File: config.mk
export PLATFORM = sky130hd
export DESIGN_NAME = mem_bus_arbiter_flat
export DESIGN_NICKNAME = d
export VERILOG_FILES = /design/src/rtl/mem_bus_arbiter_pkg.sv /design/src/rtl/mem_bus_arbiter_if.sv /design/src/rtl/mem_tag_table.sv /design/src/rtl/mem_bus_arbiter.sv /design/src/flat_wrapper.sv
export SDC_FILE = /design/constraint.sdc
export NUM_CORES = 1
export LEC_CHECK = 0
export ABC_AREA = 1
export CORE_AREA = 4 4 173 175
export DETAILED_ROUTE_END_ITERATION = 12
export DIE_AREA = 0 0 177 179
export GPL_TIMING_DRIVEN = 0
export HOLD_SLACK_MARGIN = 0.1
export PLACE_DENSITY_LB_ADDON = 0.12
export SETUP_SLACK_MARGIN = 0.5
export SKIP_LAST_GASP = 1
export SLEW_MARGIN = 20
export SYNTH_ARGS = -nofsm -noshare
export SYNTH_HDL_FRONTEND = slang
export SYNTH_SLANG_ARGS = --single-unit
export TNS_END_PERCENT = 20
File: constraint.sdc
create_clock -name clk -period 12.7 [get_ports clk]
set_clock_uncertainty 0.2 [all_clocks]
set_input_delay 1.27 -clock clk [delete_from_list [all_inputs] [get_ports clk]]
set_output_delay 1.27 -clock clk [all_outputs]
set_load 0.005 [all_outputs]
File: src/rtl/mem_bus_arbiter_pkg.sv
// Shared types for the processor-memory bus arbiter: bus commands, tag-table
// entry layout and widths.
package mem_bus_arbiter_pkg;

  localparam int unsigned SYS_XLEN     = 32;
  localparam int unsigned MEM_DATA_W   = 64;
  localparam int unsigned MEM_TAG_W    = 4;
  localparam int unsigned MEM_NUM_TAGS = 16;

  typedef enum logic [1:0] {
    BUS_NONE  = 2'h0,
    BUS_LOAD  = 2'h1,
    BUS_STORE = 2'h2
  } BUS_COMMAND;

  typedef enum logic [1:0] {
    OWN_NONE = 2'h0,
    OWN_IC   = 2'h1,
    OWN_DC   = 2'h2
  } MEM_OWNER;

  typedef struct packed {
    MEM_OWNER owner;
    logic     stale;
  } MEM_TAG_ENTRY;

endpackage

File: src/rtl/mem_bus_arbiter_if.sv
// Request, memory-bus and fill signals of the arbiter. The slave modport is the
// arbiter; the master modport is the cache/memory side that drives it.
interface mem_bus_arbiter_if;
  import mem_bus_arbiter_pkg::*;

  logic                   ic_req;
  logic [SYS_XLEN-1:0]    ic_addr;
  logic                   ic_squash;
  logic                   dc_req;
  BUS_COMMAND             dc_cmd;
  logic [SYS_XLEN-1:0]    dc_addr;
  logic [MEM_DATA_W-1:0]  dc_wdata;

  BUS_COMMAND             proc2mem_command;
  logic [SYS_XLEN-1:0]    proc2mem_addr;
  logic [MEM_DATA_W-1:0]  proc2mem_data;
  logic [MEM_TAG_W-1:0]   mem2proc_response;
  logic [MEM_DATA_W-1:0]  mem2proc_data;
  logic [MEM_TAG_W-1:0]   mem2proc_tag;

  logic                   ic_grant;
  logic                   dc_grant;
  logic [MEM_TAG_W-1:0]   grant_tag;
  logic                   ic_resp_valid;
  logic [MEM_DATA_W-1:0]  ic_resp_data;
  logic [MEM_TAG_W-1:0]   ic_resp_tag;
  logic                   dc_resp_valid;
  logic [MEM_DATA_W-1:0]  dc_resp_data;
  logic [MEM_TAG_W-1:0]   dc_resp_tag;
  logic [MEM_TAG_W-1:0]   ic_outstanding;

  modport slave (
    input  ic_req, ic_addr, ic_squash, dc_req, dc_cmd, dc_addr, dc_wdata,
    input  mem2proc_response, mem2proc_data, mem2proc_tag,
    output proc2mem_command, proc2mem_addr, proc2mem_data,
    output ic_grant, dc_grant, grant_tag,
    output ic_resp_valid, ic_resp_data, ic_resp_tag,
    output dc_resp_valid, dc_resp_data, dc_resp_tag,
    output ic_outstanding
  );

  modport master (
    output ic_req, ic_addr, ic_squash, dc_req, dc_cmd, dc_addr, dc_wdata,
    output mem2proc_response, mem2proc_data, mem2proc_tag,
    input  proc2mem_command, proc2mem_addr, proc2mem_data,
    input  ic_grant, dc_grant, grant_tag,
    input  ic_resp_valid, ic_resp_data, ic_resp_tag,
    input  dc_resp_valid, dc_resp_data, dc_resp_tag,
    input  ic_outstanding
  );

endinterface

File: src/rtl/mem_tag_table.sv
// Memory tag ownership table: records which cache owns each in-flight tag and
// whether an icache fetch has been made stale by a redirect.
module mem_tag_table
  import mem_bus_arbiter_pkg::*;
#(
  parameter int unsigned NUM_TAGS = MEM_NUM_TAGS
) (
  input  logic                 clk,
  input  logic                 rst,
  input  logic                 alloc_en_i,
  input  logic [MEM_TAG_W-1:0] alloc_tag_i,
  input  MEM_OWNER             alloc_owner_i,
  input  logic                 free_en_i,
  input  logic [MEM_TAG_W-1:0] free_tag_i,
  input  logic                 squash_i,
  output MEM_TAG_ENTRY         lookup_o,
  output logic [MEM_TAG_W-1:0] ic_outstanding_o
);

  localparam int unsigned DEPTH = 2 ** MEM_TAG_W;

  if (NUM_TAGS < 2 || NUM_TAGS > DEPTH) begin : g_bad_num_tags
    $error("NUM_TAGS must be between 2 and 16");
  end

  MEM_TAG_ENTRY         tab_q [DEPTH];
  MEM_TAG_ENTRY         tab_d [DEPTH];
  logic [MEM_TAG_W-1:0] outst_q, outst_d;

  assign lookup_o         = tab_q[free_tag_i];
  assign ic_outstanding_o = outst_q;

  // Squash, then free, then allocate: a same-cycle allocation always survives.
  always_comb begin
    tab_d   = tab_q;
    outst_d = '0;
    if (squash_i) begin
      for (int unsigned i = 0; i < DEPTH; i++) begin
        if (tab_q[MEM_TAG_W'(i)].owner == OWN_IC) tab_d[MEM_TAG_W'(i)].stale = 1'b1;
      end
    end
    if (free_en_i) tab_d[free_tag_i] = '{owner: OWN_NONE, stale: 1'b0};
    if (alloc_en_i && alloc_tag_i != '0 && 32'(alloc_tag_i) < NUM_TAGS) begin
      tab_d[alloc_tag_i] = '{owner: alloc_owner_i, stale: 1'b0};
    end
    for (int unsigned i = 1; i < NUM_TAGS; i++) begin
      if (tab_d[MEM_TAG_W'(i)].owner == OWN_IC && !tab_d[MEM_TAG_W'(i)].stale) begin
        outst_d = outst_d + MEM_TAG_W'(1);
      end
    end
  end

  always_ff @(posedge clk) begin
    if (!rst) begin
      for (int unsigned i = 0; i < DEPTH; i++) begin
        tab_q[MEM_TAG_W'(i)] <= '{owner: OWN_NONE, stale: 1'b0};
      end
      outst_q <= '0;
    end else begin
      tab_q   <= tab_d;
      outst_q <= outst_d;
    end
  end

endmodule

File: src/rtl/mem_bus_arbiter.sv
// Arbitrates the memory bus between icache misses and dcache requests and routes
// tagged returns to their owner. MEM_ARB_STARVE_GUARD_EN enables icache anti-starvation.
module mem_bus_arbiter
  import mem_bus_arbiter_pkg::*;
#(
  parameter int unsigned STARVE_LIMIT = 8,
  parameter int unsigned NUM_TAGS     = MEM_NUM_TAGS
) (
  input logic              clk,
  input logic              rst,
  mem_bus_arbiter_if.slave bus
);

  if (STARVE_LIMIT == 0) begin : g_bad_starve_limit
    $error("STARVE_LIMIT must be at least 1");
  end

  logic         ic_elig_c;
  logic         ic_win_c;
  logic         dc_win_c;
  logic         accept_c;
  logic         ic_grant_c;
  logic         dc_grant_c;
  logic         ret_c;
  logic         force_ic_c;
  logic         alloc_en_c;
  MEM_OWNER     alloc_owner_c;
  MEM_TAG_ENTRY lookup_c;

  always_comb begin
    ic_elig_c             = bus.ic_req && !bus.ic_squash;
    ic_win_c              = ic_elig_c && (!bus.dc_req || force_ic_c);
    dc_win_c              = bus.dc_req && !ic_win_c;
    accept_c              = bus.mem2proc_response != '0;
    bus.proc2mem_command  = BUS_NONE;
    bus.proc2mem_addr     = '0;
    bus.proc2mem_data     = '0;
    if (ic_win_c) begin
      bus.proc2mem_command = BUS_LOAD;
      bus.proc2mem_addr    = bus.ic_addr;
    end else if (dc_win_c) begin
      bus.proc2mem_command = bus.dc_cmd;
      bus.proc2mem_addr    = bus.dc_addr;
      bus.proc2mem_data    = bus.dc_wdata;
    end
    ic_grant_c    = ic_win_c && accept_c;
    dc_grant_c    = dc_win_c && accept_c;
    bus.ic_grant  = ic_grant_c;
    bus.dc_grant  = dc_grant_c;
    bus.grant_tag = (ic_grant_c || dc_grant_c) ? bus.mem2proc_response : '0;
    alloc_en_c    = ic_grant_c || (dc_grant_c && bus.dc_cmd == BUS_LOAD);
    alloc_owner_c = ic_grant_c ? OWN_IC : OWN_DC;

    // Stale or squashed icache returns are dropped so old lines never fill.
    ret_c             = bus.mem2proc_tag != '0;
    bus.dc_resp_valid = ret_c && lookup_c.owner == OWN_DC;
    bus.ic_resp_valid = ret_c && lookup_c.owner == OWN_IC && !lookup_c.stale && !bus.ic_squash;
    bus.dc_resp_data  = bus.dc_resp_valid ? bus.mem2proc_data : '0;
    bus.dc_resp_tag   = bus.dc_resp_valid ? bus.mem2proc_tag  : '0;
    bus.ic_resp_data  = bus.ic_resp_valid ? bus.mem2proc_data : '0;
    bus.ic_resp_tag   = bus.ic_resp_valid ? bus.mem2proc_tag  : '0;
  end

`ifdef MEM_ARB_STARVE_GUARD_EN
  localparam int unsigned CNT_W = $clog2(STARVE_LIMIT + 1);

  logic [CNT_W-1:0] starve_q, starve_d;

  // Counts consecutive eligible-but-denied icache cycles, saturating at the limit.
  always_comb begin
    starve_d = '0;
    if (bus.ic_req && !bus.ic_squash && !ic_grant_c) begin
      starve_d = (starve_q == CNT_W'(STARVE_LIMIT)) ? starve_q : starve_q + CNT_W'(1);
    end
  end

  always_ff @(posedge clk) begin
    if (!rst) starve_q <= '0;
    else      starve_q <= starve_d;
  end

  assign force_ic_c = starve_q == CNT_W'(STARVE_LIMIT);
`else
  assign force_ic_c = 1'b0;
`endif

  mem_tag_table #(
    .NUM_TAGS (NUM_TAGS)
  ) u_tag_table (
    .clk              (clk),
    .rst              (rst),
    .alloc_en_i       (alloc_en_c),
    .alloc_tag_i      (bus.mem2proc_response),
    .alloc_owner_i    (alloc_owner_c),
    .free_en_i        (ret_c),
    .free_tag_i       (bus.mem2proc_tag),
    .squash_i         (bus.ic_squash),
    .lookup_o         (lookup_c),
    .ic_outstanding_o (bus.ic_outstanding)
  );

endmodule

File: src/flat_wrapper.sv
// flat-port wrapper written by rule: the top's interface ports become plain ports
module mem_bus_arbiter_flat import mem_bus_arbiter_pkg::*;
#(
  parameter int unsigned STARVE_LIMIT = 8,
  parameter int unsigned NUM_TAGS     = MEM_NUM_TAGS
)
  (clk, rst, bus_ic_req, bus_ic_addr, bus_ic_squash, bus_dc_req, bus_dc_cmd, bus_dc_addr, bus_dc_wdata, bus_mem2proc_response, bus_mem2proc_data, bus_mem2proc_tag, bus_proc2mem_command, bus_proc2mem_addr, bus_proc2mem_data, bus_ic_grant, bus_dc_grant, bus_grant_tag, bus_ic_resp_valid, bus_ic_resp_data, bus_ic_resp_tag, bus_dc_resp_valid, bus_dc_resp_data, bus_dc_resp_tag, bus_ic_outstanding);
  mem_bus_arbiter_if bus_i ();
  input logic clk;
  input logic rst;
  input wire logic [$bits(bus_i.ic_req)-1:0] bus_ic_req;
  input wire logic [$bits(bus_i.ic_addr)-1:0] bus_ic_addr;
  input wire logic [$bits(bus_i.ic_squash)-1:0] bus_ic_squash;
  input wire logic [$bits(bus_i.dc_req)-1:0] bus_dc_req;
  input wire logic [$bits(bus_i.dc_cmd)-1:0] bus_dc_cmd;
  input wire logic [$bits(bus_i.dc_addr)-1:0] bus_dc_addr;
  input wire logic [$bits(bus_i.dc_wdata)-1:0] bus_dc_wdata;
  input wire logic [$bits(bus_i.mem2proc_response)-1:0] bus_mem2proc_response;
  input wire logic [$bits(bus_i.mem2proc_data)-1:0] bus_mem2proc_data;
  input wire logic [$bits(bus_i.mem2proc_tag)-1:0] bus_mem2proc_tag;
  output wire logic [$bits(bus_i.proc2mem_command)-1:0] bus_proc2mem_command;
  output wire logic [$bits(bus_i.proc2mem_addr)-1:0] bus_proc2mem_addr;
  output wire logic [$bits(bus_i.proc2mem_data)-1:0] bus_proc2mem_data;
  output wire logic [$bits(bus_i.ic_grant)-1:0] bus_ic_grant;
  output wire logic [$bits(bus_i.dc_grant)-1:0] bus_dc_grant;
  output wire logic [$bits(bus_i.grant_tag)-1:0] bus_grant_tag;
  output wire logic [$bits(bus_i.ic_resp_valid)-1:0] bus_ic_resp_valid;
  output wire logic [$bits(bus_i.ic_resp_data)-1:0] bus_ic_resp_data;
  output wire logic [$bits(bus_i.ic_resp_tag)-1:0] bus_ic_resp_tag;
  output wire logic [$bits(bus_i.dc_resp_valid)-1:0] bus_dc_resp_valid;
  output wire logic [$bits(bus_i.dc_resp_data)-1:0] bus_dc_resp_data;
  output wire logic [$bits(bus_i.dc_resp_tag)-1:0] bus_dc_resp_tag;
  output wire logic [$bits(bus_i.ic_outstanding)-1:0] bus_ic_outstanding;
  assign bus_i.ic_req = bus_ic_req;
  assign bus_i.ic_addr = bus_ic_addr;
  assign bus_i.ic_squash = bus_ic_squash;
  assign bus_i.dc_req = bus_dc_req;
  assign bus_i.dc_cmd = bus_dc_cmd;
  assign bus_i.dc_addr = bus_dc_addr;
  assign bus_i.dc_wdata = bus_dc_wdata;
  assign bus_i.mem2proc_response = bus_mem2proc_response;
  assign bus_i.mem2proc_data = bus_mem2proc_data;
  assign bus_i.mem2proc_tag = bus_mem2proc_tag;
  assign bus_proc2mem_command = bus_i.proc2mem_command;
  assign bus_proc2mem_addr = bus_i.proc2mem_addr;
  assign bus_proc2mem_data = bus_i.proc2mem_data;
  assign bus_ic_grant = bus_i.ic_grant;
  assign bus_dc_grant = bus_i.dc_grant;
  assign bus_grant_tag = bus_i.grant_tag;
  assign bus_ic_resp_valid = bus_i.ic_resp_valid;
  assign bus_ic_resp_data = bus_i.ic_resp_data;
  assign bus_ic_resp_tag = bus_i.ic_resp_tag;
  assign bus_dc_resp_valid = bus_i.dc_resp_valid;
  assign bus_dc_resp_data = bus_i.dc_resp_data;
  assign bus_dc_resp_tag = bus_i.dc_resp_tag;
  assign bus_ic_outstanding = bus_i.ic_outstanding;
  mem_bus_arbiter #(.STARVE_LIMIT(STARVE_LIMIT), .NUM_TAGS(NUM_TAGS)) u_core (.clk(clk), .rst(rst), .bus(bus_i));
endmodule
==> results.toml, run 1 <==
[setup_path]
crit_type = "input pin to flip-flop"
setup.worst_path.start_class = "input pin"
cp.required_ns = 12.68
end_kind = "flip-flop"
cp_slowest_stage_delay_ns = 0.61
reg2reg_to = "u_core.u_tag_table.ic_outstanding_o[1]$_SDFF_PN0_"
rr_worst_depth = 45
crit_fanout = 10
arrival_ns = 10.15
reg2reg_slack_ns = 4.56
cpMostUsedCell = "nand2_1"
timing.rr.start = "u_core.u_tag_table.tab_q[44]$_SDFF_PN0_"
cpMaxStageDelayCell = "clkdlybuf4s50_1"

[power_and_ir_drop]
power.density_mw_per_mm2 = 48.5
switchingPower_mw = 0.182
p_clk_share_pct = 27.2
p_int_mw = 0.378
seq_power_share_pct = 29.0
sw_frac_of_total_pct = 32.5
combPwrFrac_pct = 43.8
ir_worst_vdd_mv = 0.0458
leakage_nw = 5.60

[grt]
grt.overflow.total = 0
antenna_found_initial = 4
grt_pass1_vias = 8957
grt_pass1_wl_um = 57500
track_usage_pct = 24.2
grt_max_degree = 15

[placement]
port_buffers = 450
place_hpwl_um = 35100
dpl_cell_area_mm2 = 0.0114
dp.cells = 2018
gp_congestion = 0.968

[sta]
period_minus_slack_ns = 10.17
maxSlewHeadroom_pct = 47.9
finalHoldViolCount = 0
slew_viol_final = 0
fin_setup_tns_ns = 0
fmax_ghz = 0.0984
period_share_pct = 80.1
rsz0062_at_grt = "no"
max_slew.worst_pin.slew_ns = 0.776
setup_viol = 0

[die]
die_w_um = 177
core_mm2 = 0.0285
die_h_um = 179
pin_count = 453
die_area_mm2 = 0.0317
fp-row-count = 62
start_util_pct = 22.4

[synthesis]
synth.most_common_cell = "inv_1"
ys_seq_area_share_pct = 16.0
ys_types = 50
avgSynthCellArea_um2 = 5.40
syn-instance-count = 1184
synth_seq_cells = 51
synth.cell_area_mm2 = 0.00639
synth_nets = 1407
synth.area.top_cells = "dfxtp_1 (16%), inv_1 (16%), nor2_1 (16%), nand2_1 (13%), nand3_1 (5.6%)"
synth_top_area_share_pct = 16.0
ys.flop_type = "dfxtp_1"
synth_top_area_cell = "dfxtp_1"
synthArstFlopShare_pct = 0
synth_warnings = 0
yosys-top-cells-count = "inv_1 (272), nor2_1 (265), nand2_1 (222)"
synth_edf_count = 0

[clock_tree]
cts_tree = "yes"
cts_inserted_buffers = 5
clk_pin_slew_worst_paths_ns = 0.06
post_cts_resized = 0
clock_path_buffers = 2
cts_setup_buffers = 0
worstSkewPairLatency_ns = 0.30
cts_hold_buf = 0
cts_root_buffer = "clkbuf_16"
htree_num_levels = 2
numClockSinks = 51

[min_path]
hp-start = "u_core.u_tag_table.tab_q[47]$_SDFF_PN0_"
hp-class = "flip-flop to flip-flop"
min_path_cells = 2
hold_path_end = "u_core.u_tag_table.tab_q[47]$_SDFF_PN0_"

[routing]
drt_wl_total_um = 40000
dr.pass1.iters = 6
vias = 9000
post_drt_wl_per_cell_um = 19.7
viasPerCell = 4.44
ant_nets = 0
drc = 0
first_iter_violations = 516

[final_layout]
fin_area_mm2 = 0.0115
n_fill_cell = 3129
nets = 1864
instances_no_fill = 2029
drive_gt1_share_pct = 5.30
syn_to_final_growth_pct = 80.7

[status]
status = "completed"

[job]
drv_cap = 0
## area by class of cell
type	instances	area, µm²	share of cell area (%)
clock inverters	1	30.0	0.260
flip-flops and latches	51	1020	8.84
inverters	283	1060	9.22
well taps	384	480	4.16
plain buffers	40	178	1.54
diodes	4	10.0	0.0867
repair buffers	450	4500	39.0
multi-input cells	810	4130	35.7
clock buffers	6	129	1.12
## worst max-delay path: cells and delay by family
kind                       cells  cell delay (ns)
and+or+nand+nor               27             3.85
adders and majority gates      8             2.32
buffers and inverters          9             1.52
AOI/OAI and AO/OA              5             0.86
xor gates and xnor gates       2             0.29
## power groups by stage
stage                     registers, mW  clock network (mW)  logic (mW)
after floorplan                   0.166                   0      0.0925
after global placement            0.166                   0       0.243
after detailed placement          0.166                   0       0.243
after CTS                         0.162               0.154       0.246
after global routing              0.163               0.159       0.266
final                             0.162               0.153       0.245
## per-stage QoR
stage                     hold slack (ns)  util, %  setup WS [ns]  power, mW
after floorplan                     0.207        -           3.93      0.259
after global placement              0.216     40.0           2.29      0.409
after detailed placement            0.222     40.0           2.23      0.409
after CTS                           0.232     40.5           2.51      0.562
after global routing                0.268     40.5           1.63      0.588
final                               0.227     40.5           2.53      0.560
## registers in the layout (all words and copies together) (netlist names)
| name | cells |
|---|---|
| u_core.u_tag_table.ic_outstanding_o | 4 |
| u_core.u_tag_table.tab_q | 47 |
## cells by family (layout without fill, tap and decap cells)
| logic type | Yosys count | after routing | share of synthesized area (%) |
|---|---|---|---|
| DFF | 51 | 51 | 16.0 |
| adders and majority gates | 16 | 16 | 3.13 |
| AOI/OAI and AO/OA | 145 | 145 | 14.8 |
| xor gates and xnor gates | 4 | 4 | 0.548 |
| buffers and inverters | 323 | 780 | 19.4 |
| other | 0 | 4 | 0 |
| and+or+nand+nor | 645 | 645 | 46.1 |
## placed cells by master (no fill, tap or decap), types with 14 or more instances in the layout
master and count:
o22ai_1 17, clkdlybuf4s50_1 450, a21oi_1 25, nand3_1 71
clkbuf_1 27, dfxtp_1 51, a22o_1 32, nand2_4 14
nand2_2 15, nor2_1 265, nand2_1 222, ha_1 16
o21ai_0 42, inv_1 272
## how the worst max path moves through the flow
| stage | end | cells past startpoint | from | slack [ns] |
|---|---|---|---|---|
| final | u_core.u_tag_table.ic_outstanding_o[1]$_SDFF_PN0_ | 51 | bus_mem2proc_tag[1] | 2.53 |
| after CTS | u_core.u_tag_table.ic_outstanding_o[1]$_SDFF_PN0_ | 51 | bus_mem2proc_tag[1] | 2.51 |
| after detailed placement | u_core.u_tag_table.ic_outstanding_o[1]$_SDFF_PN0_ | 51 | bus_mem2proc_tag[1] | 2.23 |
| after floorplan | u_core.u_tag_table.ic_outstanding_o[1]$_SDFF_PN0_ | 48 | bus_mem2proc_tag[1] | 3.93 |
| after global placement | u_core.u_tag_table.ic_outstanding_o[1]$_SDFF_PN0_ | 51 | bus_mem2proc_tag[1] | 2.29 |
| after global routing | u_core.u_tag_table.ic_outstanding_o[1]$_SDFF_PN0_ | 52 | bus_mem2proc_tag[1] | 1.63 |
## layer usage
layer / track usage [%] / vias up / routed length [µm]
li1: - / 4527 / -
met1: 28.5 / 4138 / 16400
met2: 44.2 / 312 / 19700
met3: 7.02 / 23 / 3440
met4: 4.09 / 0 / 476
met5: 0 / - / 0
Power figures use the tool's default switching activity.
==> run 2, diff against run 1 <==
Settings changed: CORE_AREA 4 4 173 175 to 4 4 172 174, DIE_AREA 0 0 177 179 to 0 0 176 178.
Clock period 12.7 ns to 8.5 ns, I/O delays scaled along.
==> run 2 against run 1 <==
Against the previous run:
- global-route usage down 0.36 points
- sequential power up 50%
- cell count up 2.6%
- cell area up 6.6%
- clock power up 59%
- core utilization up 3.8 points
- non-clock buffer count up 56
- power up 58%
- sequential share of layout area down 0.55 points
==> results.toml, run 2 (synthesis results as in run 1) <==
[status]
status = "completed"

[clock_tree]
worstSkewPairLatency_ns = 0.30
numClockSinks = 51
cts_tree = "yes"
cts_hold_buf = 0
cts_root_buffer = "clkbuf_16"
htree_num_levels = 2
cts_inserted_buffers = 5
clock_path_buffers = 2
clk_pin_slew_worst_paths_ns = 0.07

[sta]
period_share_pct = 90.2
rsz0062_at_grt = "no"
setup_viol = 0
finalHoldViolCount = 0
holdWs_ns = 0.233
period_minus_slack_ns = 7.67
slew_viol_final = 0
maxSlewHeadroom_pct = 56.0
fin_ws_ns = 0.833
fmax_ghz = 0.130
max_slew.worst_pin.slew_ns = 0.661

[routing]
drt_wl_total_um = 38900
vias = 9258
dr.pass1.iters = 5
first_iter_violations = 526
ant_nets = 0
post_drt_wl_per_cell_um = 18.7
viasPerCell = 4.45
drc = 0

[die]
pin_count = 453
start_util_pct = 23.0
die_w_um = 176
fp-row-count = 61
die_h_um = 178
core_mm2 = 0.0278
die_area_mm2 = 0.0313

[final_layout]
layout_commonest_cell = "clkdlybuf4s50_1"
largest_reg_flops = 47
nets = 1920
syn_to_final_growth_pct = 92.6
largest_register = "u_core.u_tag_table.tab_q"
drive_gt1_share_pct = 12.6
mostFrequentLayoutCells = "clkdlybuf4s50_1 (439), inv_1 (260), nor2_1 (254), nand2_1 (208), nand3_1 (68)"
instances_no_fill = 2082

[power_and_ir_drop]
leakage_nw = 5.92
power.density_mw_per_mm2 = 71.8
ir_worst_vdd_mv = 0.0751

[placement]
gp_congestion = 0.932
port_buffers = 450
place_ws_ns = -1.04
place_hpwl_um = 33400
dp.cells = 2012

[setup_path]
crit_type = "input pin to flip-flop"
cp.required_ns = 8.49
reg2reg_to = "u_core.u_tag_table.ic_outstanding_o[1]$_SDFF_PN0_"
cpMostUsedCell = "nand2_4"
cpMaxStageDelayCell = "a221o_1"
rr_worst_depth = 49
setup.worst_path.start_class = "input pin"
timing.rr.start = "u_core.u_tag_table.tab_q[44]$_SDFF_PN0_"
arrival_ns = 7.66
end_kind = "flip-flop"
cp_slowest_stage_delay_ns = 0.32
crit_fanout = 4
reg2reg_slack_ns = 1.45

[grt]
grt_use_met3_pct = 7.59
grt.busiest_layer = "met2"
grt_pass1_wl_um = 56300
antenna_found_initial = 6
met1_usage_pct = 26.2
met2_usage_pct = 44.3
grt.overflow.total = 0
grt_max_degree = 17
grt_pass1_vias = 9088
track_usage_pct = 23.9

[job]
drv_cap = 0

[min_path]
min_path_cells = 2
hp-start = "u_core.u_tag_table.tab_q[47]$_SDFF_PN0_"
hp-class = "flip-flop to flip-flop"
hold_path_end = "u_core.u_tag_table.tab_q[47]$_SDFF_PN0_"
==> run 2: cell type report <==
cell class | instances | area, µm²
tap | 378 | 473
antenna | 6 | 15.0
sequential | 51 | 1020
inverter | 283 | 1070
clock inverter | 2 | 38.8
buffer | 40 | 209
multi-input combinational | 810 | 4420
clock buffer | 6 | 139
timing repair buffer | 506 | 4920
fill | 3003 | 15500
==> run 2: critical path, delay by kind of cell <==
kind            cells  cell delay [ns]
compound gates      6             0.79
xor+xnor            2             0.28
fa+ha+maj           7             1.74
buf+inv            12             1.15
simple gates       26             2.82
==> run 2: routing by layer <==
metal	wire length [µm]	vias to the layer above
met2	19700	404
met5	0	-
li1	-	4652
met1	14500	4165
met4	888	0
met3	3820	37
==> run 2: worst max path at each step <==
stage	startpoint	slack, ns	cells past startpoint	to
floorplan	bus_ic_squash	0.54	51	u_core.u_tag_table.ic_outstanding_o[1]$_SDFF_PN0_
global placement	bus_mem2proc_tag[1]	-0.97	51	u_core.u_tag_table.ic_outstanding_o[1]$_SDFF_PN0_
detailed placement	bus_mem2proc_tag[1]	-1.04	53	u_core.u_tag_table.ic_outstanding_o[1]$_SDFF_PN0_
CTS	bus_mem2proc_response[0]	0.51	51	u_core.u_tag_table.ic_outstanding_o[3]$_SDFF_PN0_
global route	bus_mem2proc_response[3]	0.46	54	u_core.u_tag_table.ic_outstanding_o[1]$_SDFF_PN0_
finish	bus_mem2proc_response[1]	0.83	53	u_core.u_tag_table.ic_outstanding_o[1]$_SDFF_PN0_
==> run 2: timing repair <==
item                                    4_1_cts  5_1_grt
pin swaps                                    35       47
resized for setup                            73       63
setup buffers                                41       15
endpoints found under the setup margin        3        3
cloned                                        0        0
==> run 2: power by group <==
group,internal (mW),switching (mW)
clock,0.148,0.0949
combinational,0.206,0.191
sequential,0.242,0.00104
total,0.596,0.287
==> run 2: stage by stage <==
step / instance area (µm²) / total power [mW] / util [%] / setup TNS (ns)
6_report: 12300 / 0.884 / 44.3 / 0
5_1_grt: 12300 / 0.932 / 44.3 / 0
4_1_cts: 12000 / 0.873 / 43.2 / 0
3_5_place_dp: 11400 / 0.610 / 41.1 / -2.86
3_3_place_gp: 11400 / 0.610 / 41.1 / -2.65
2_1_floorplan: 6450 / 0.388 / - / 0
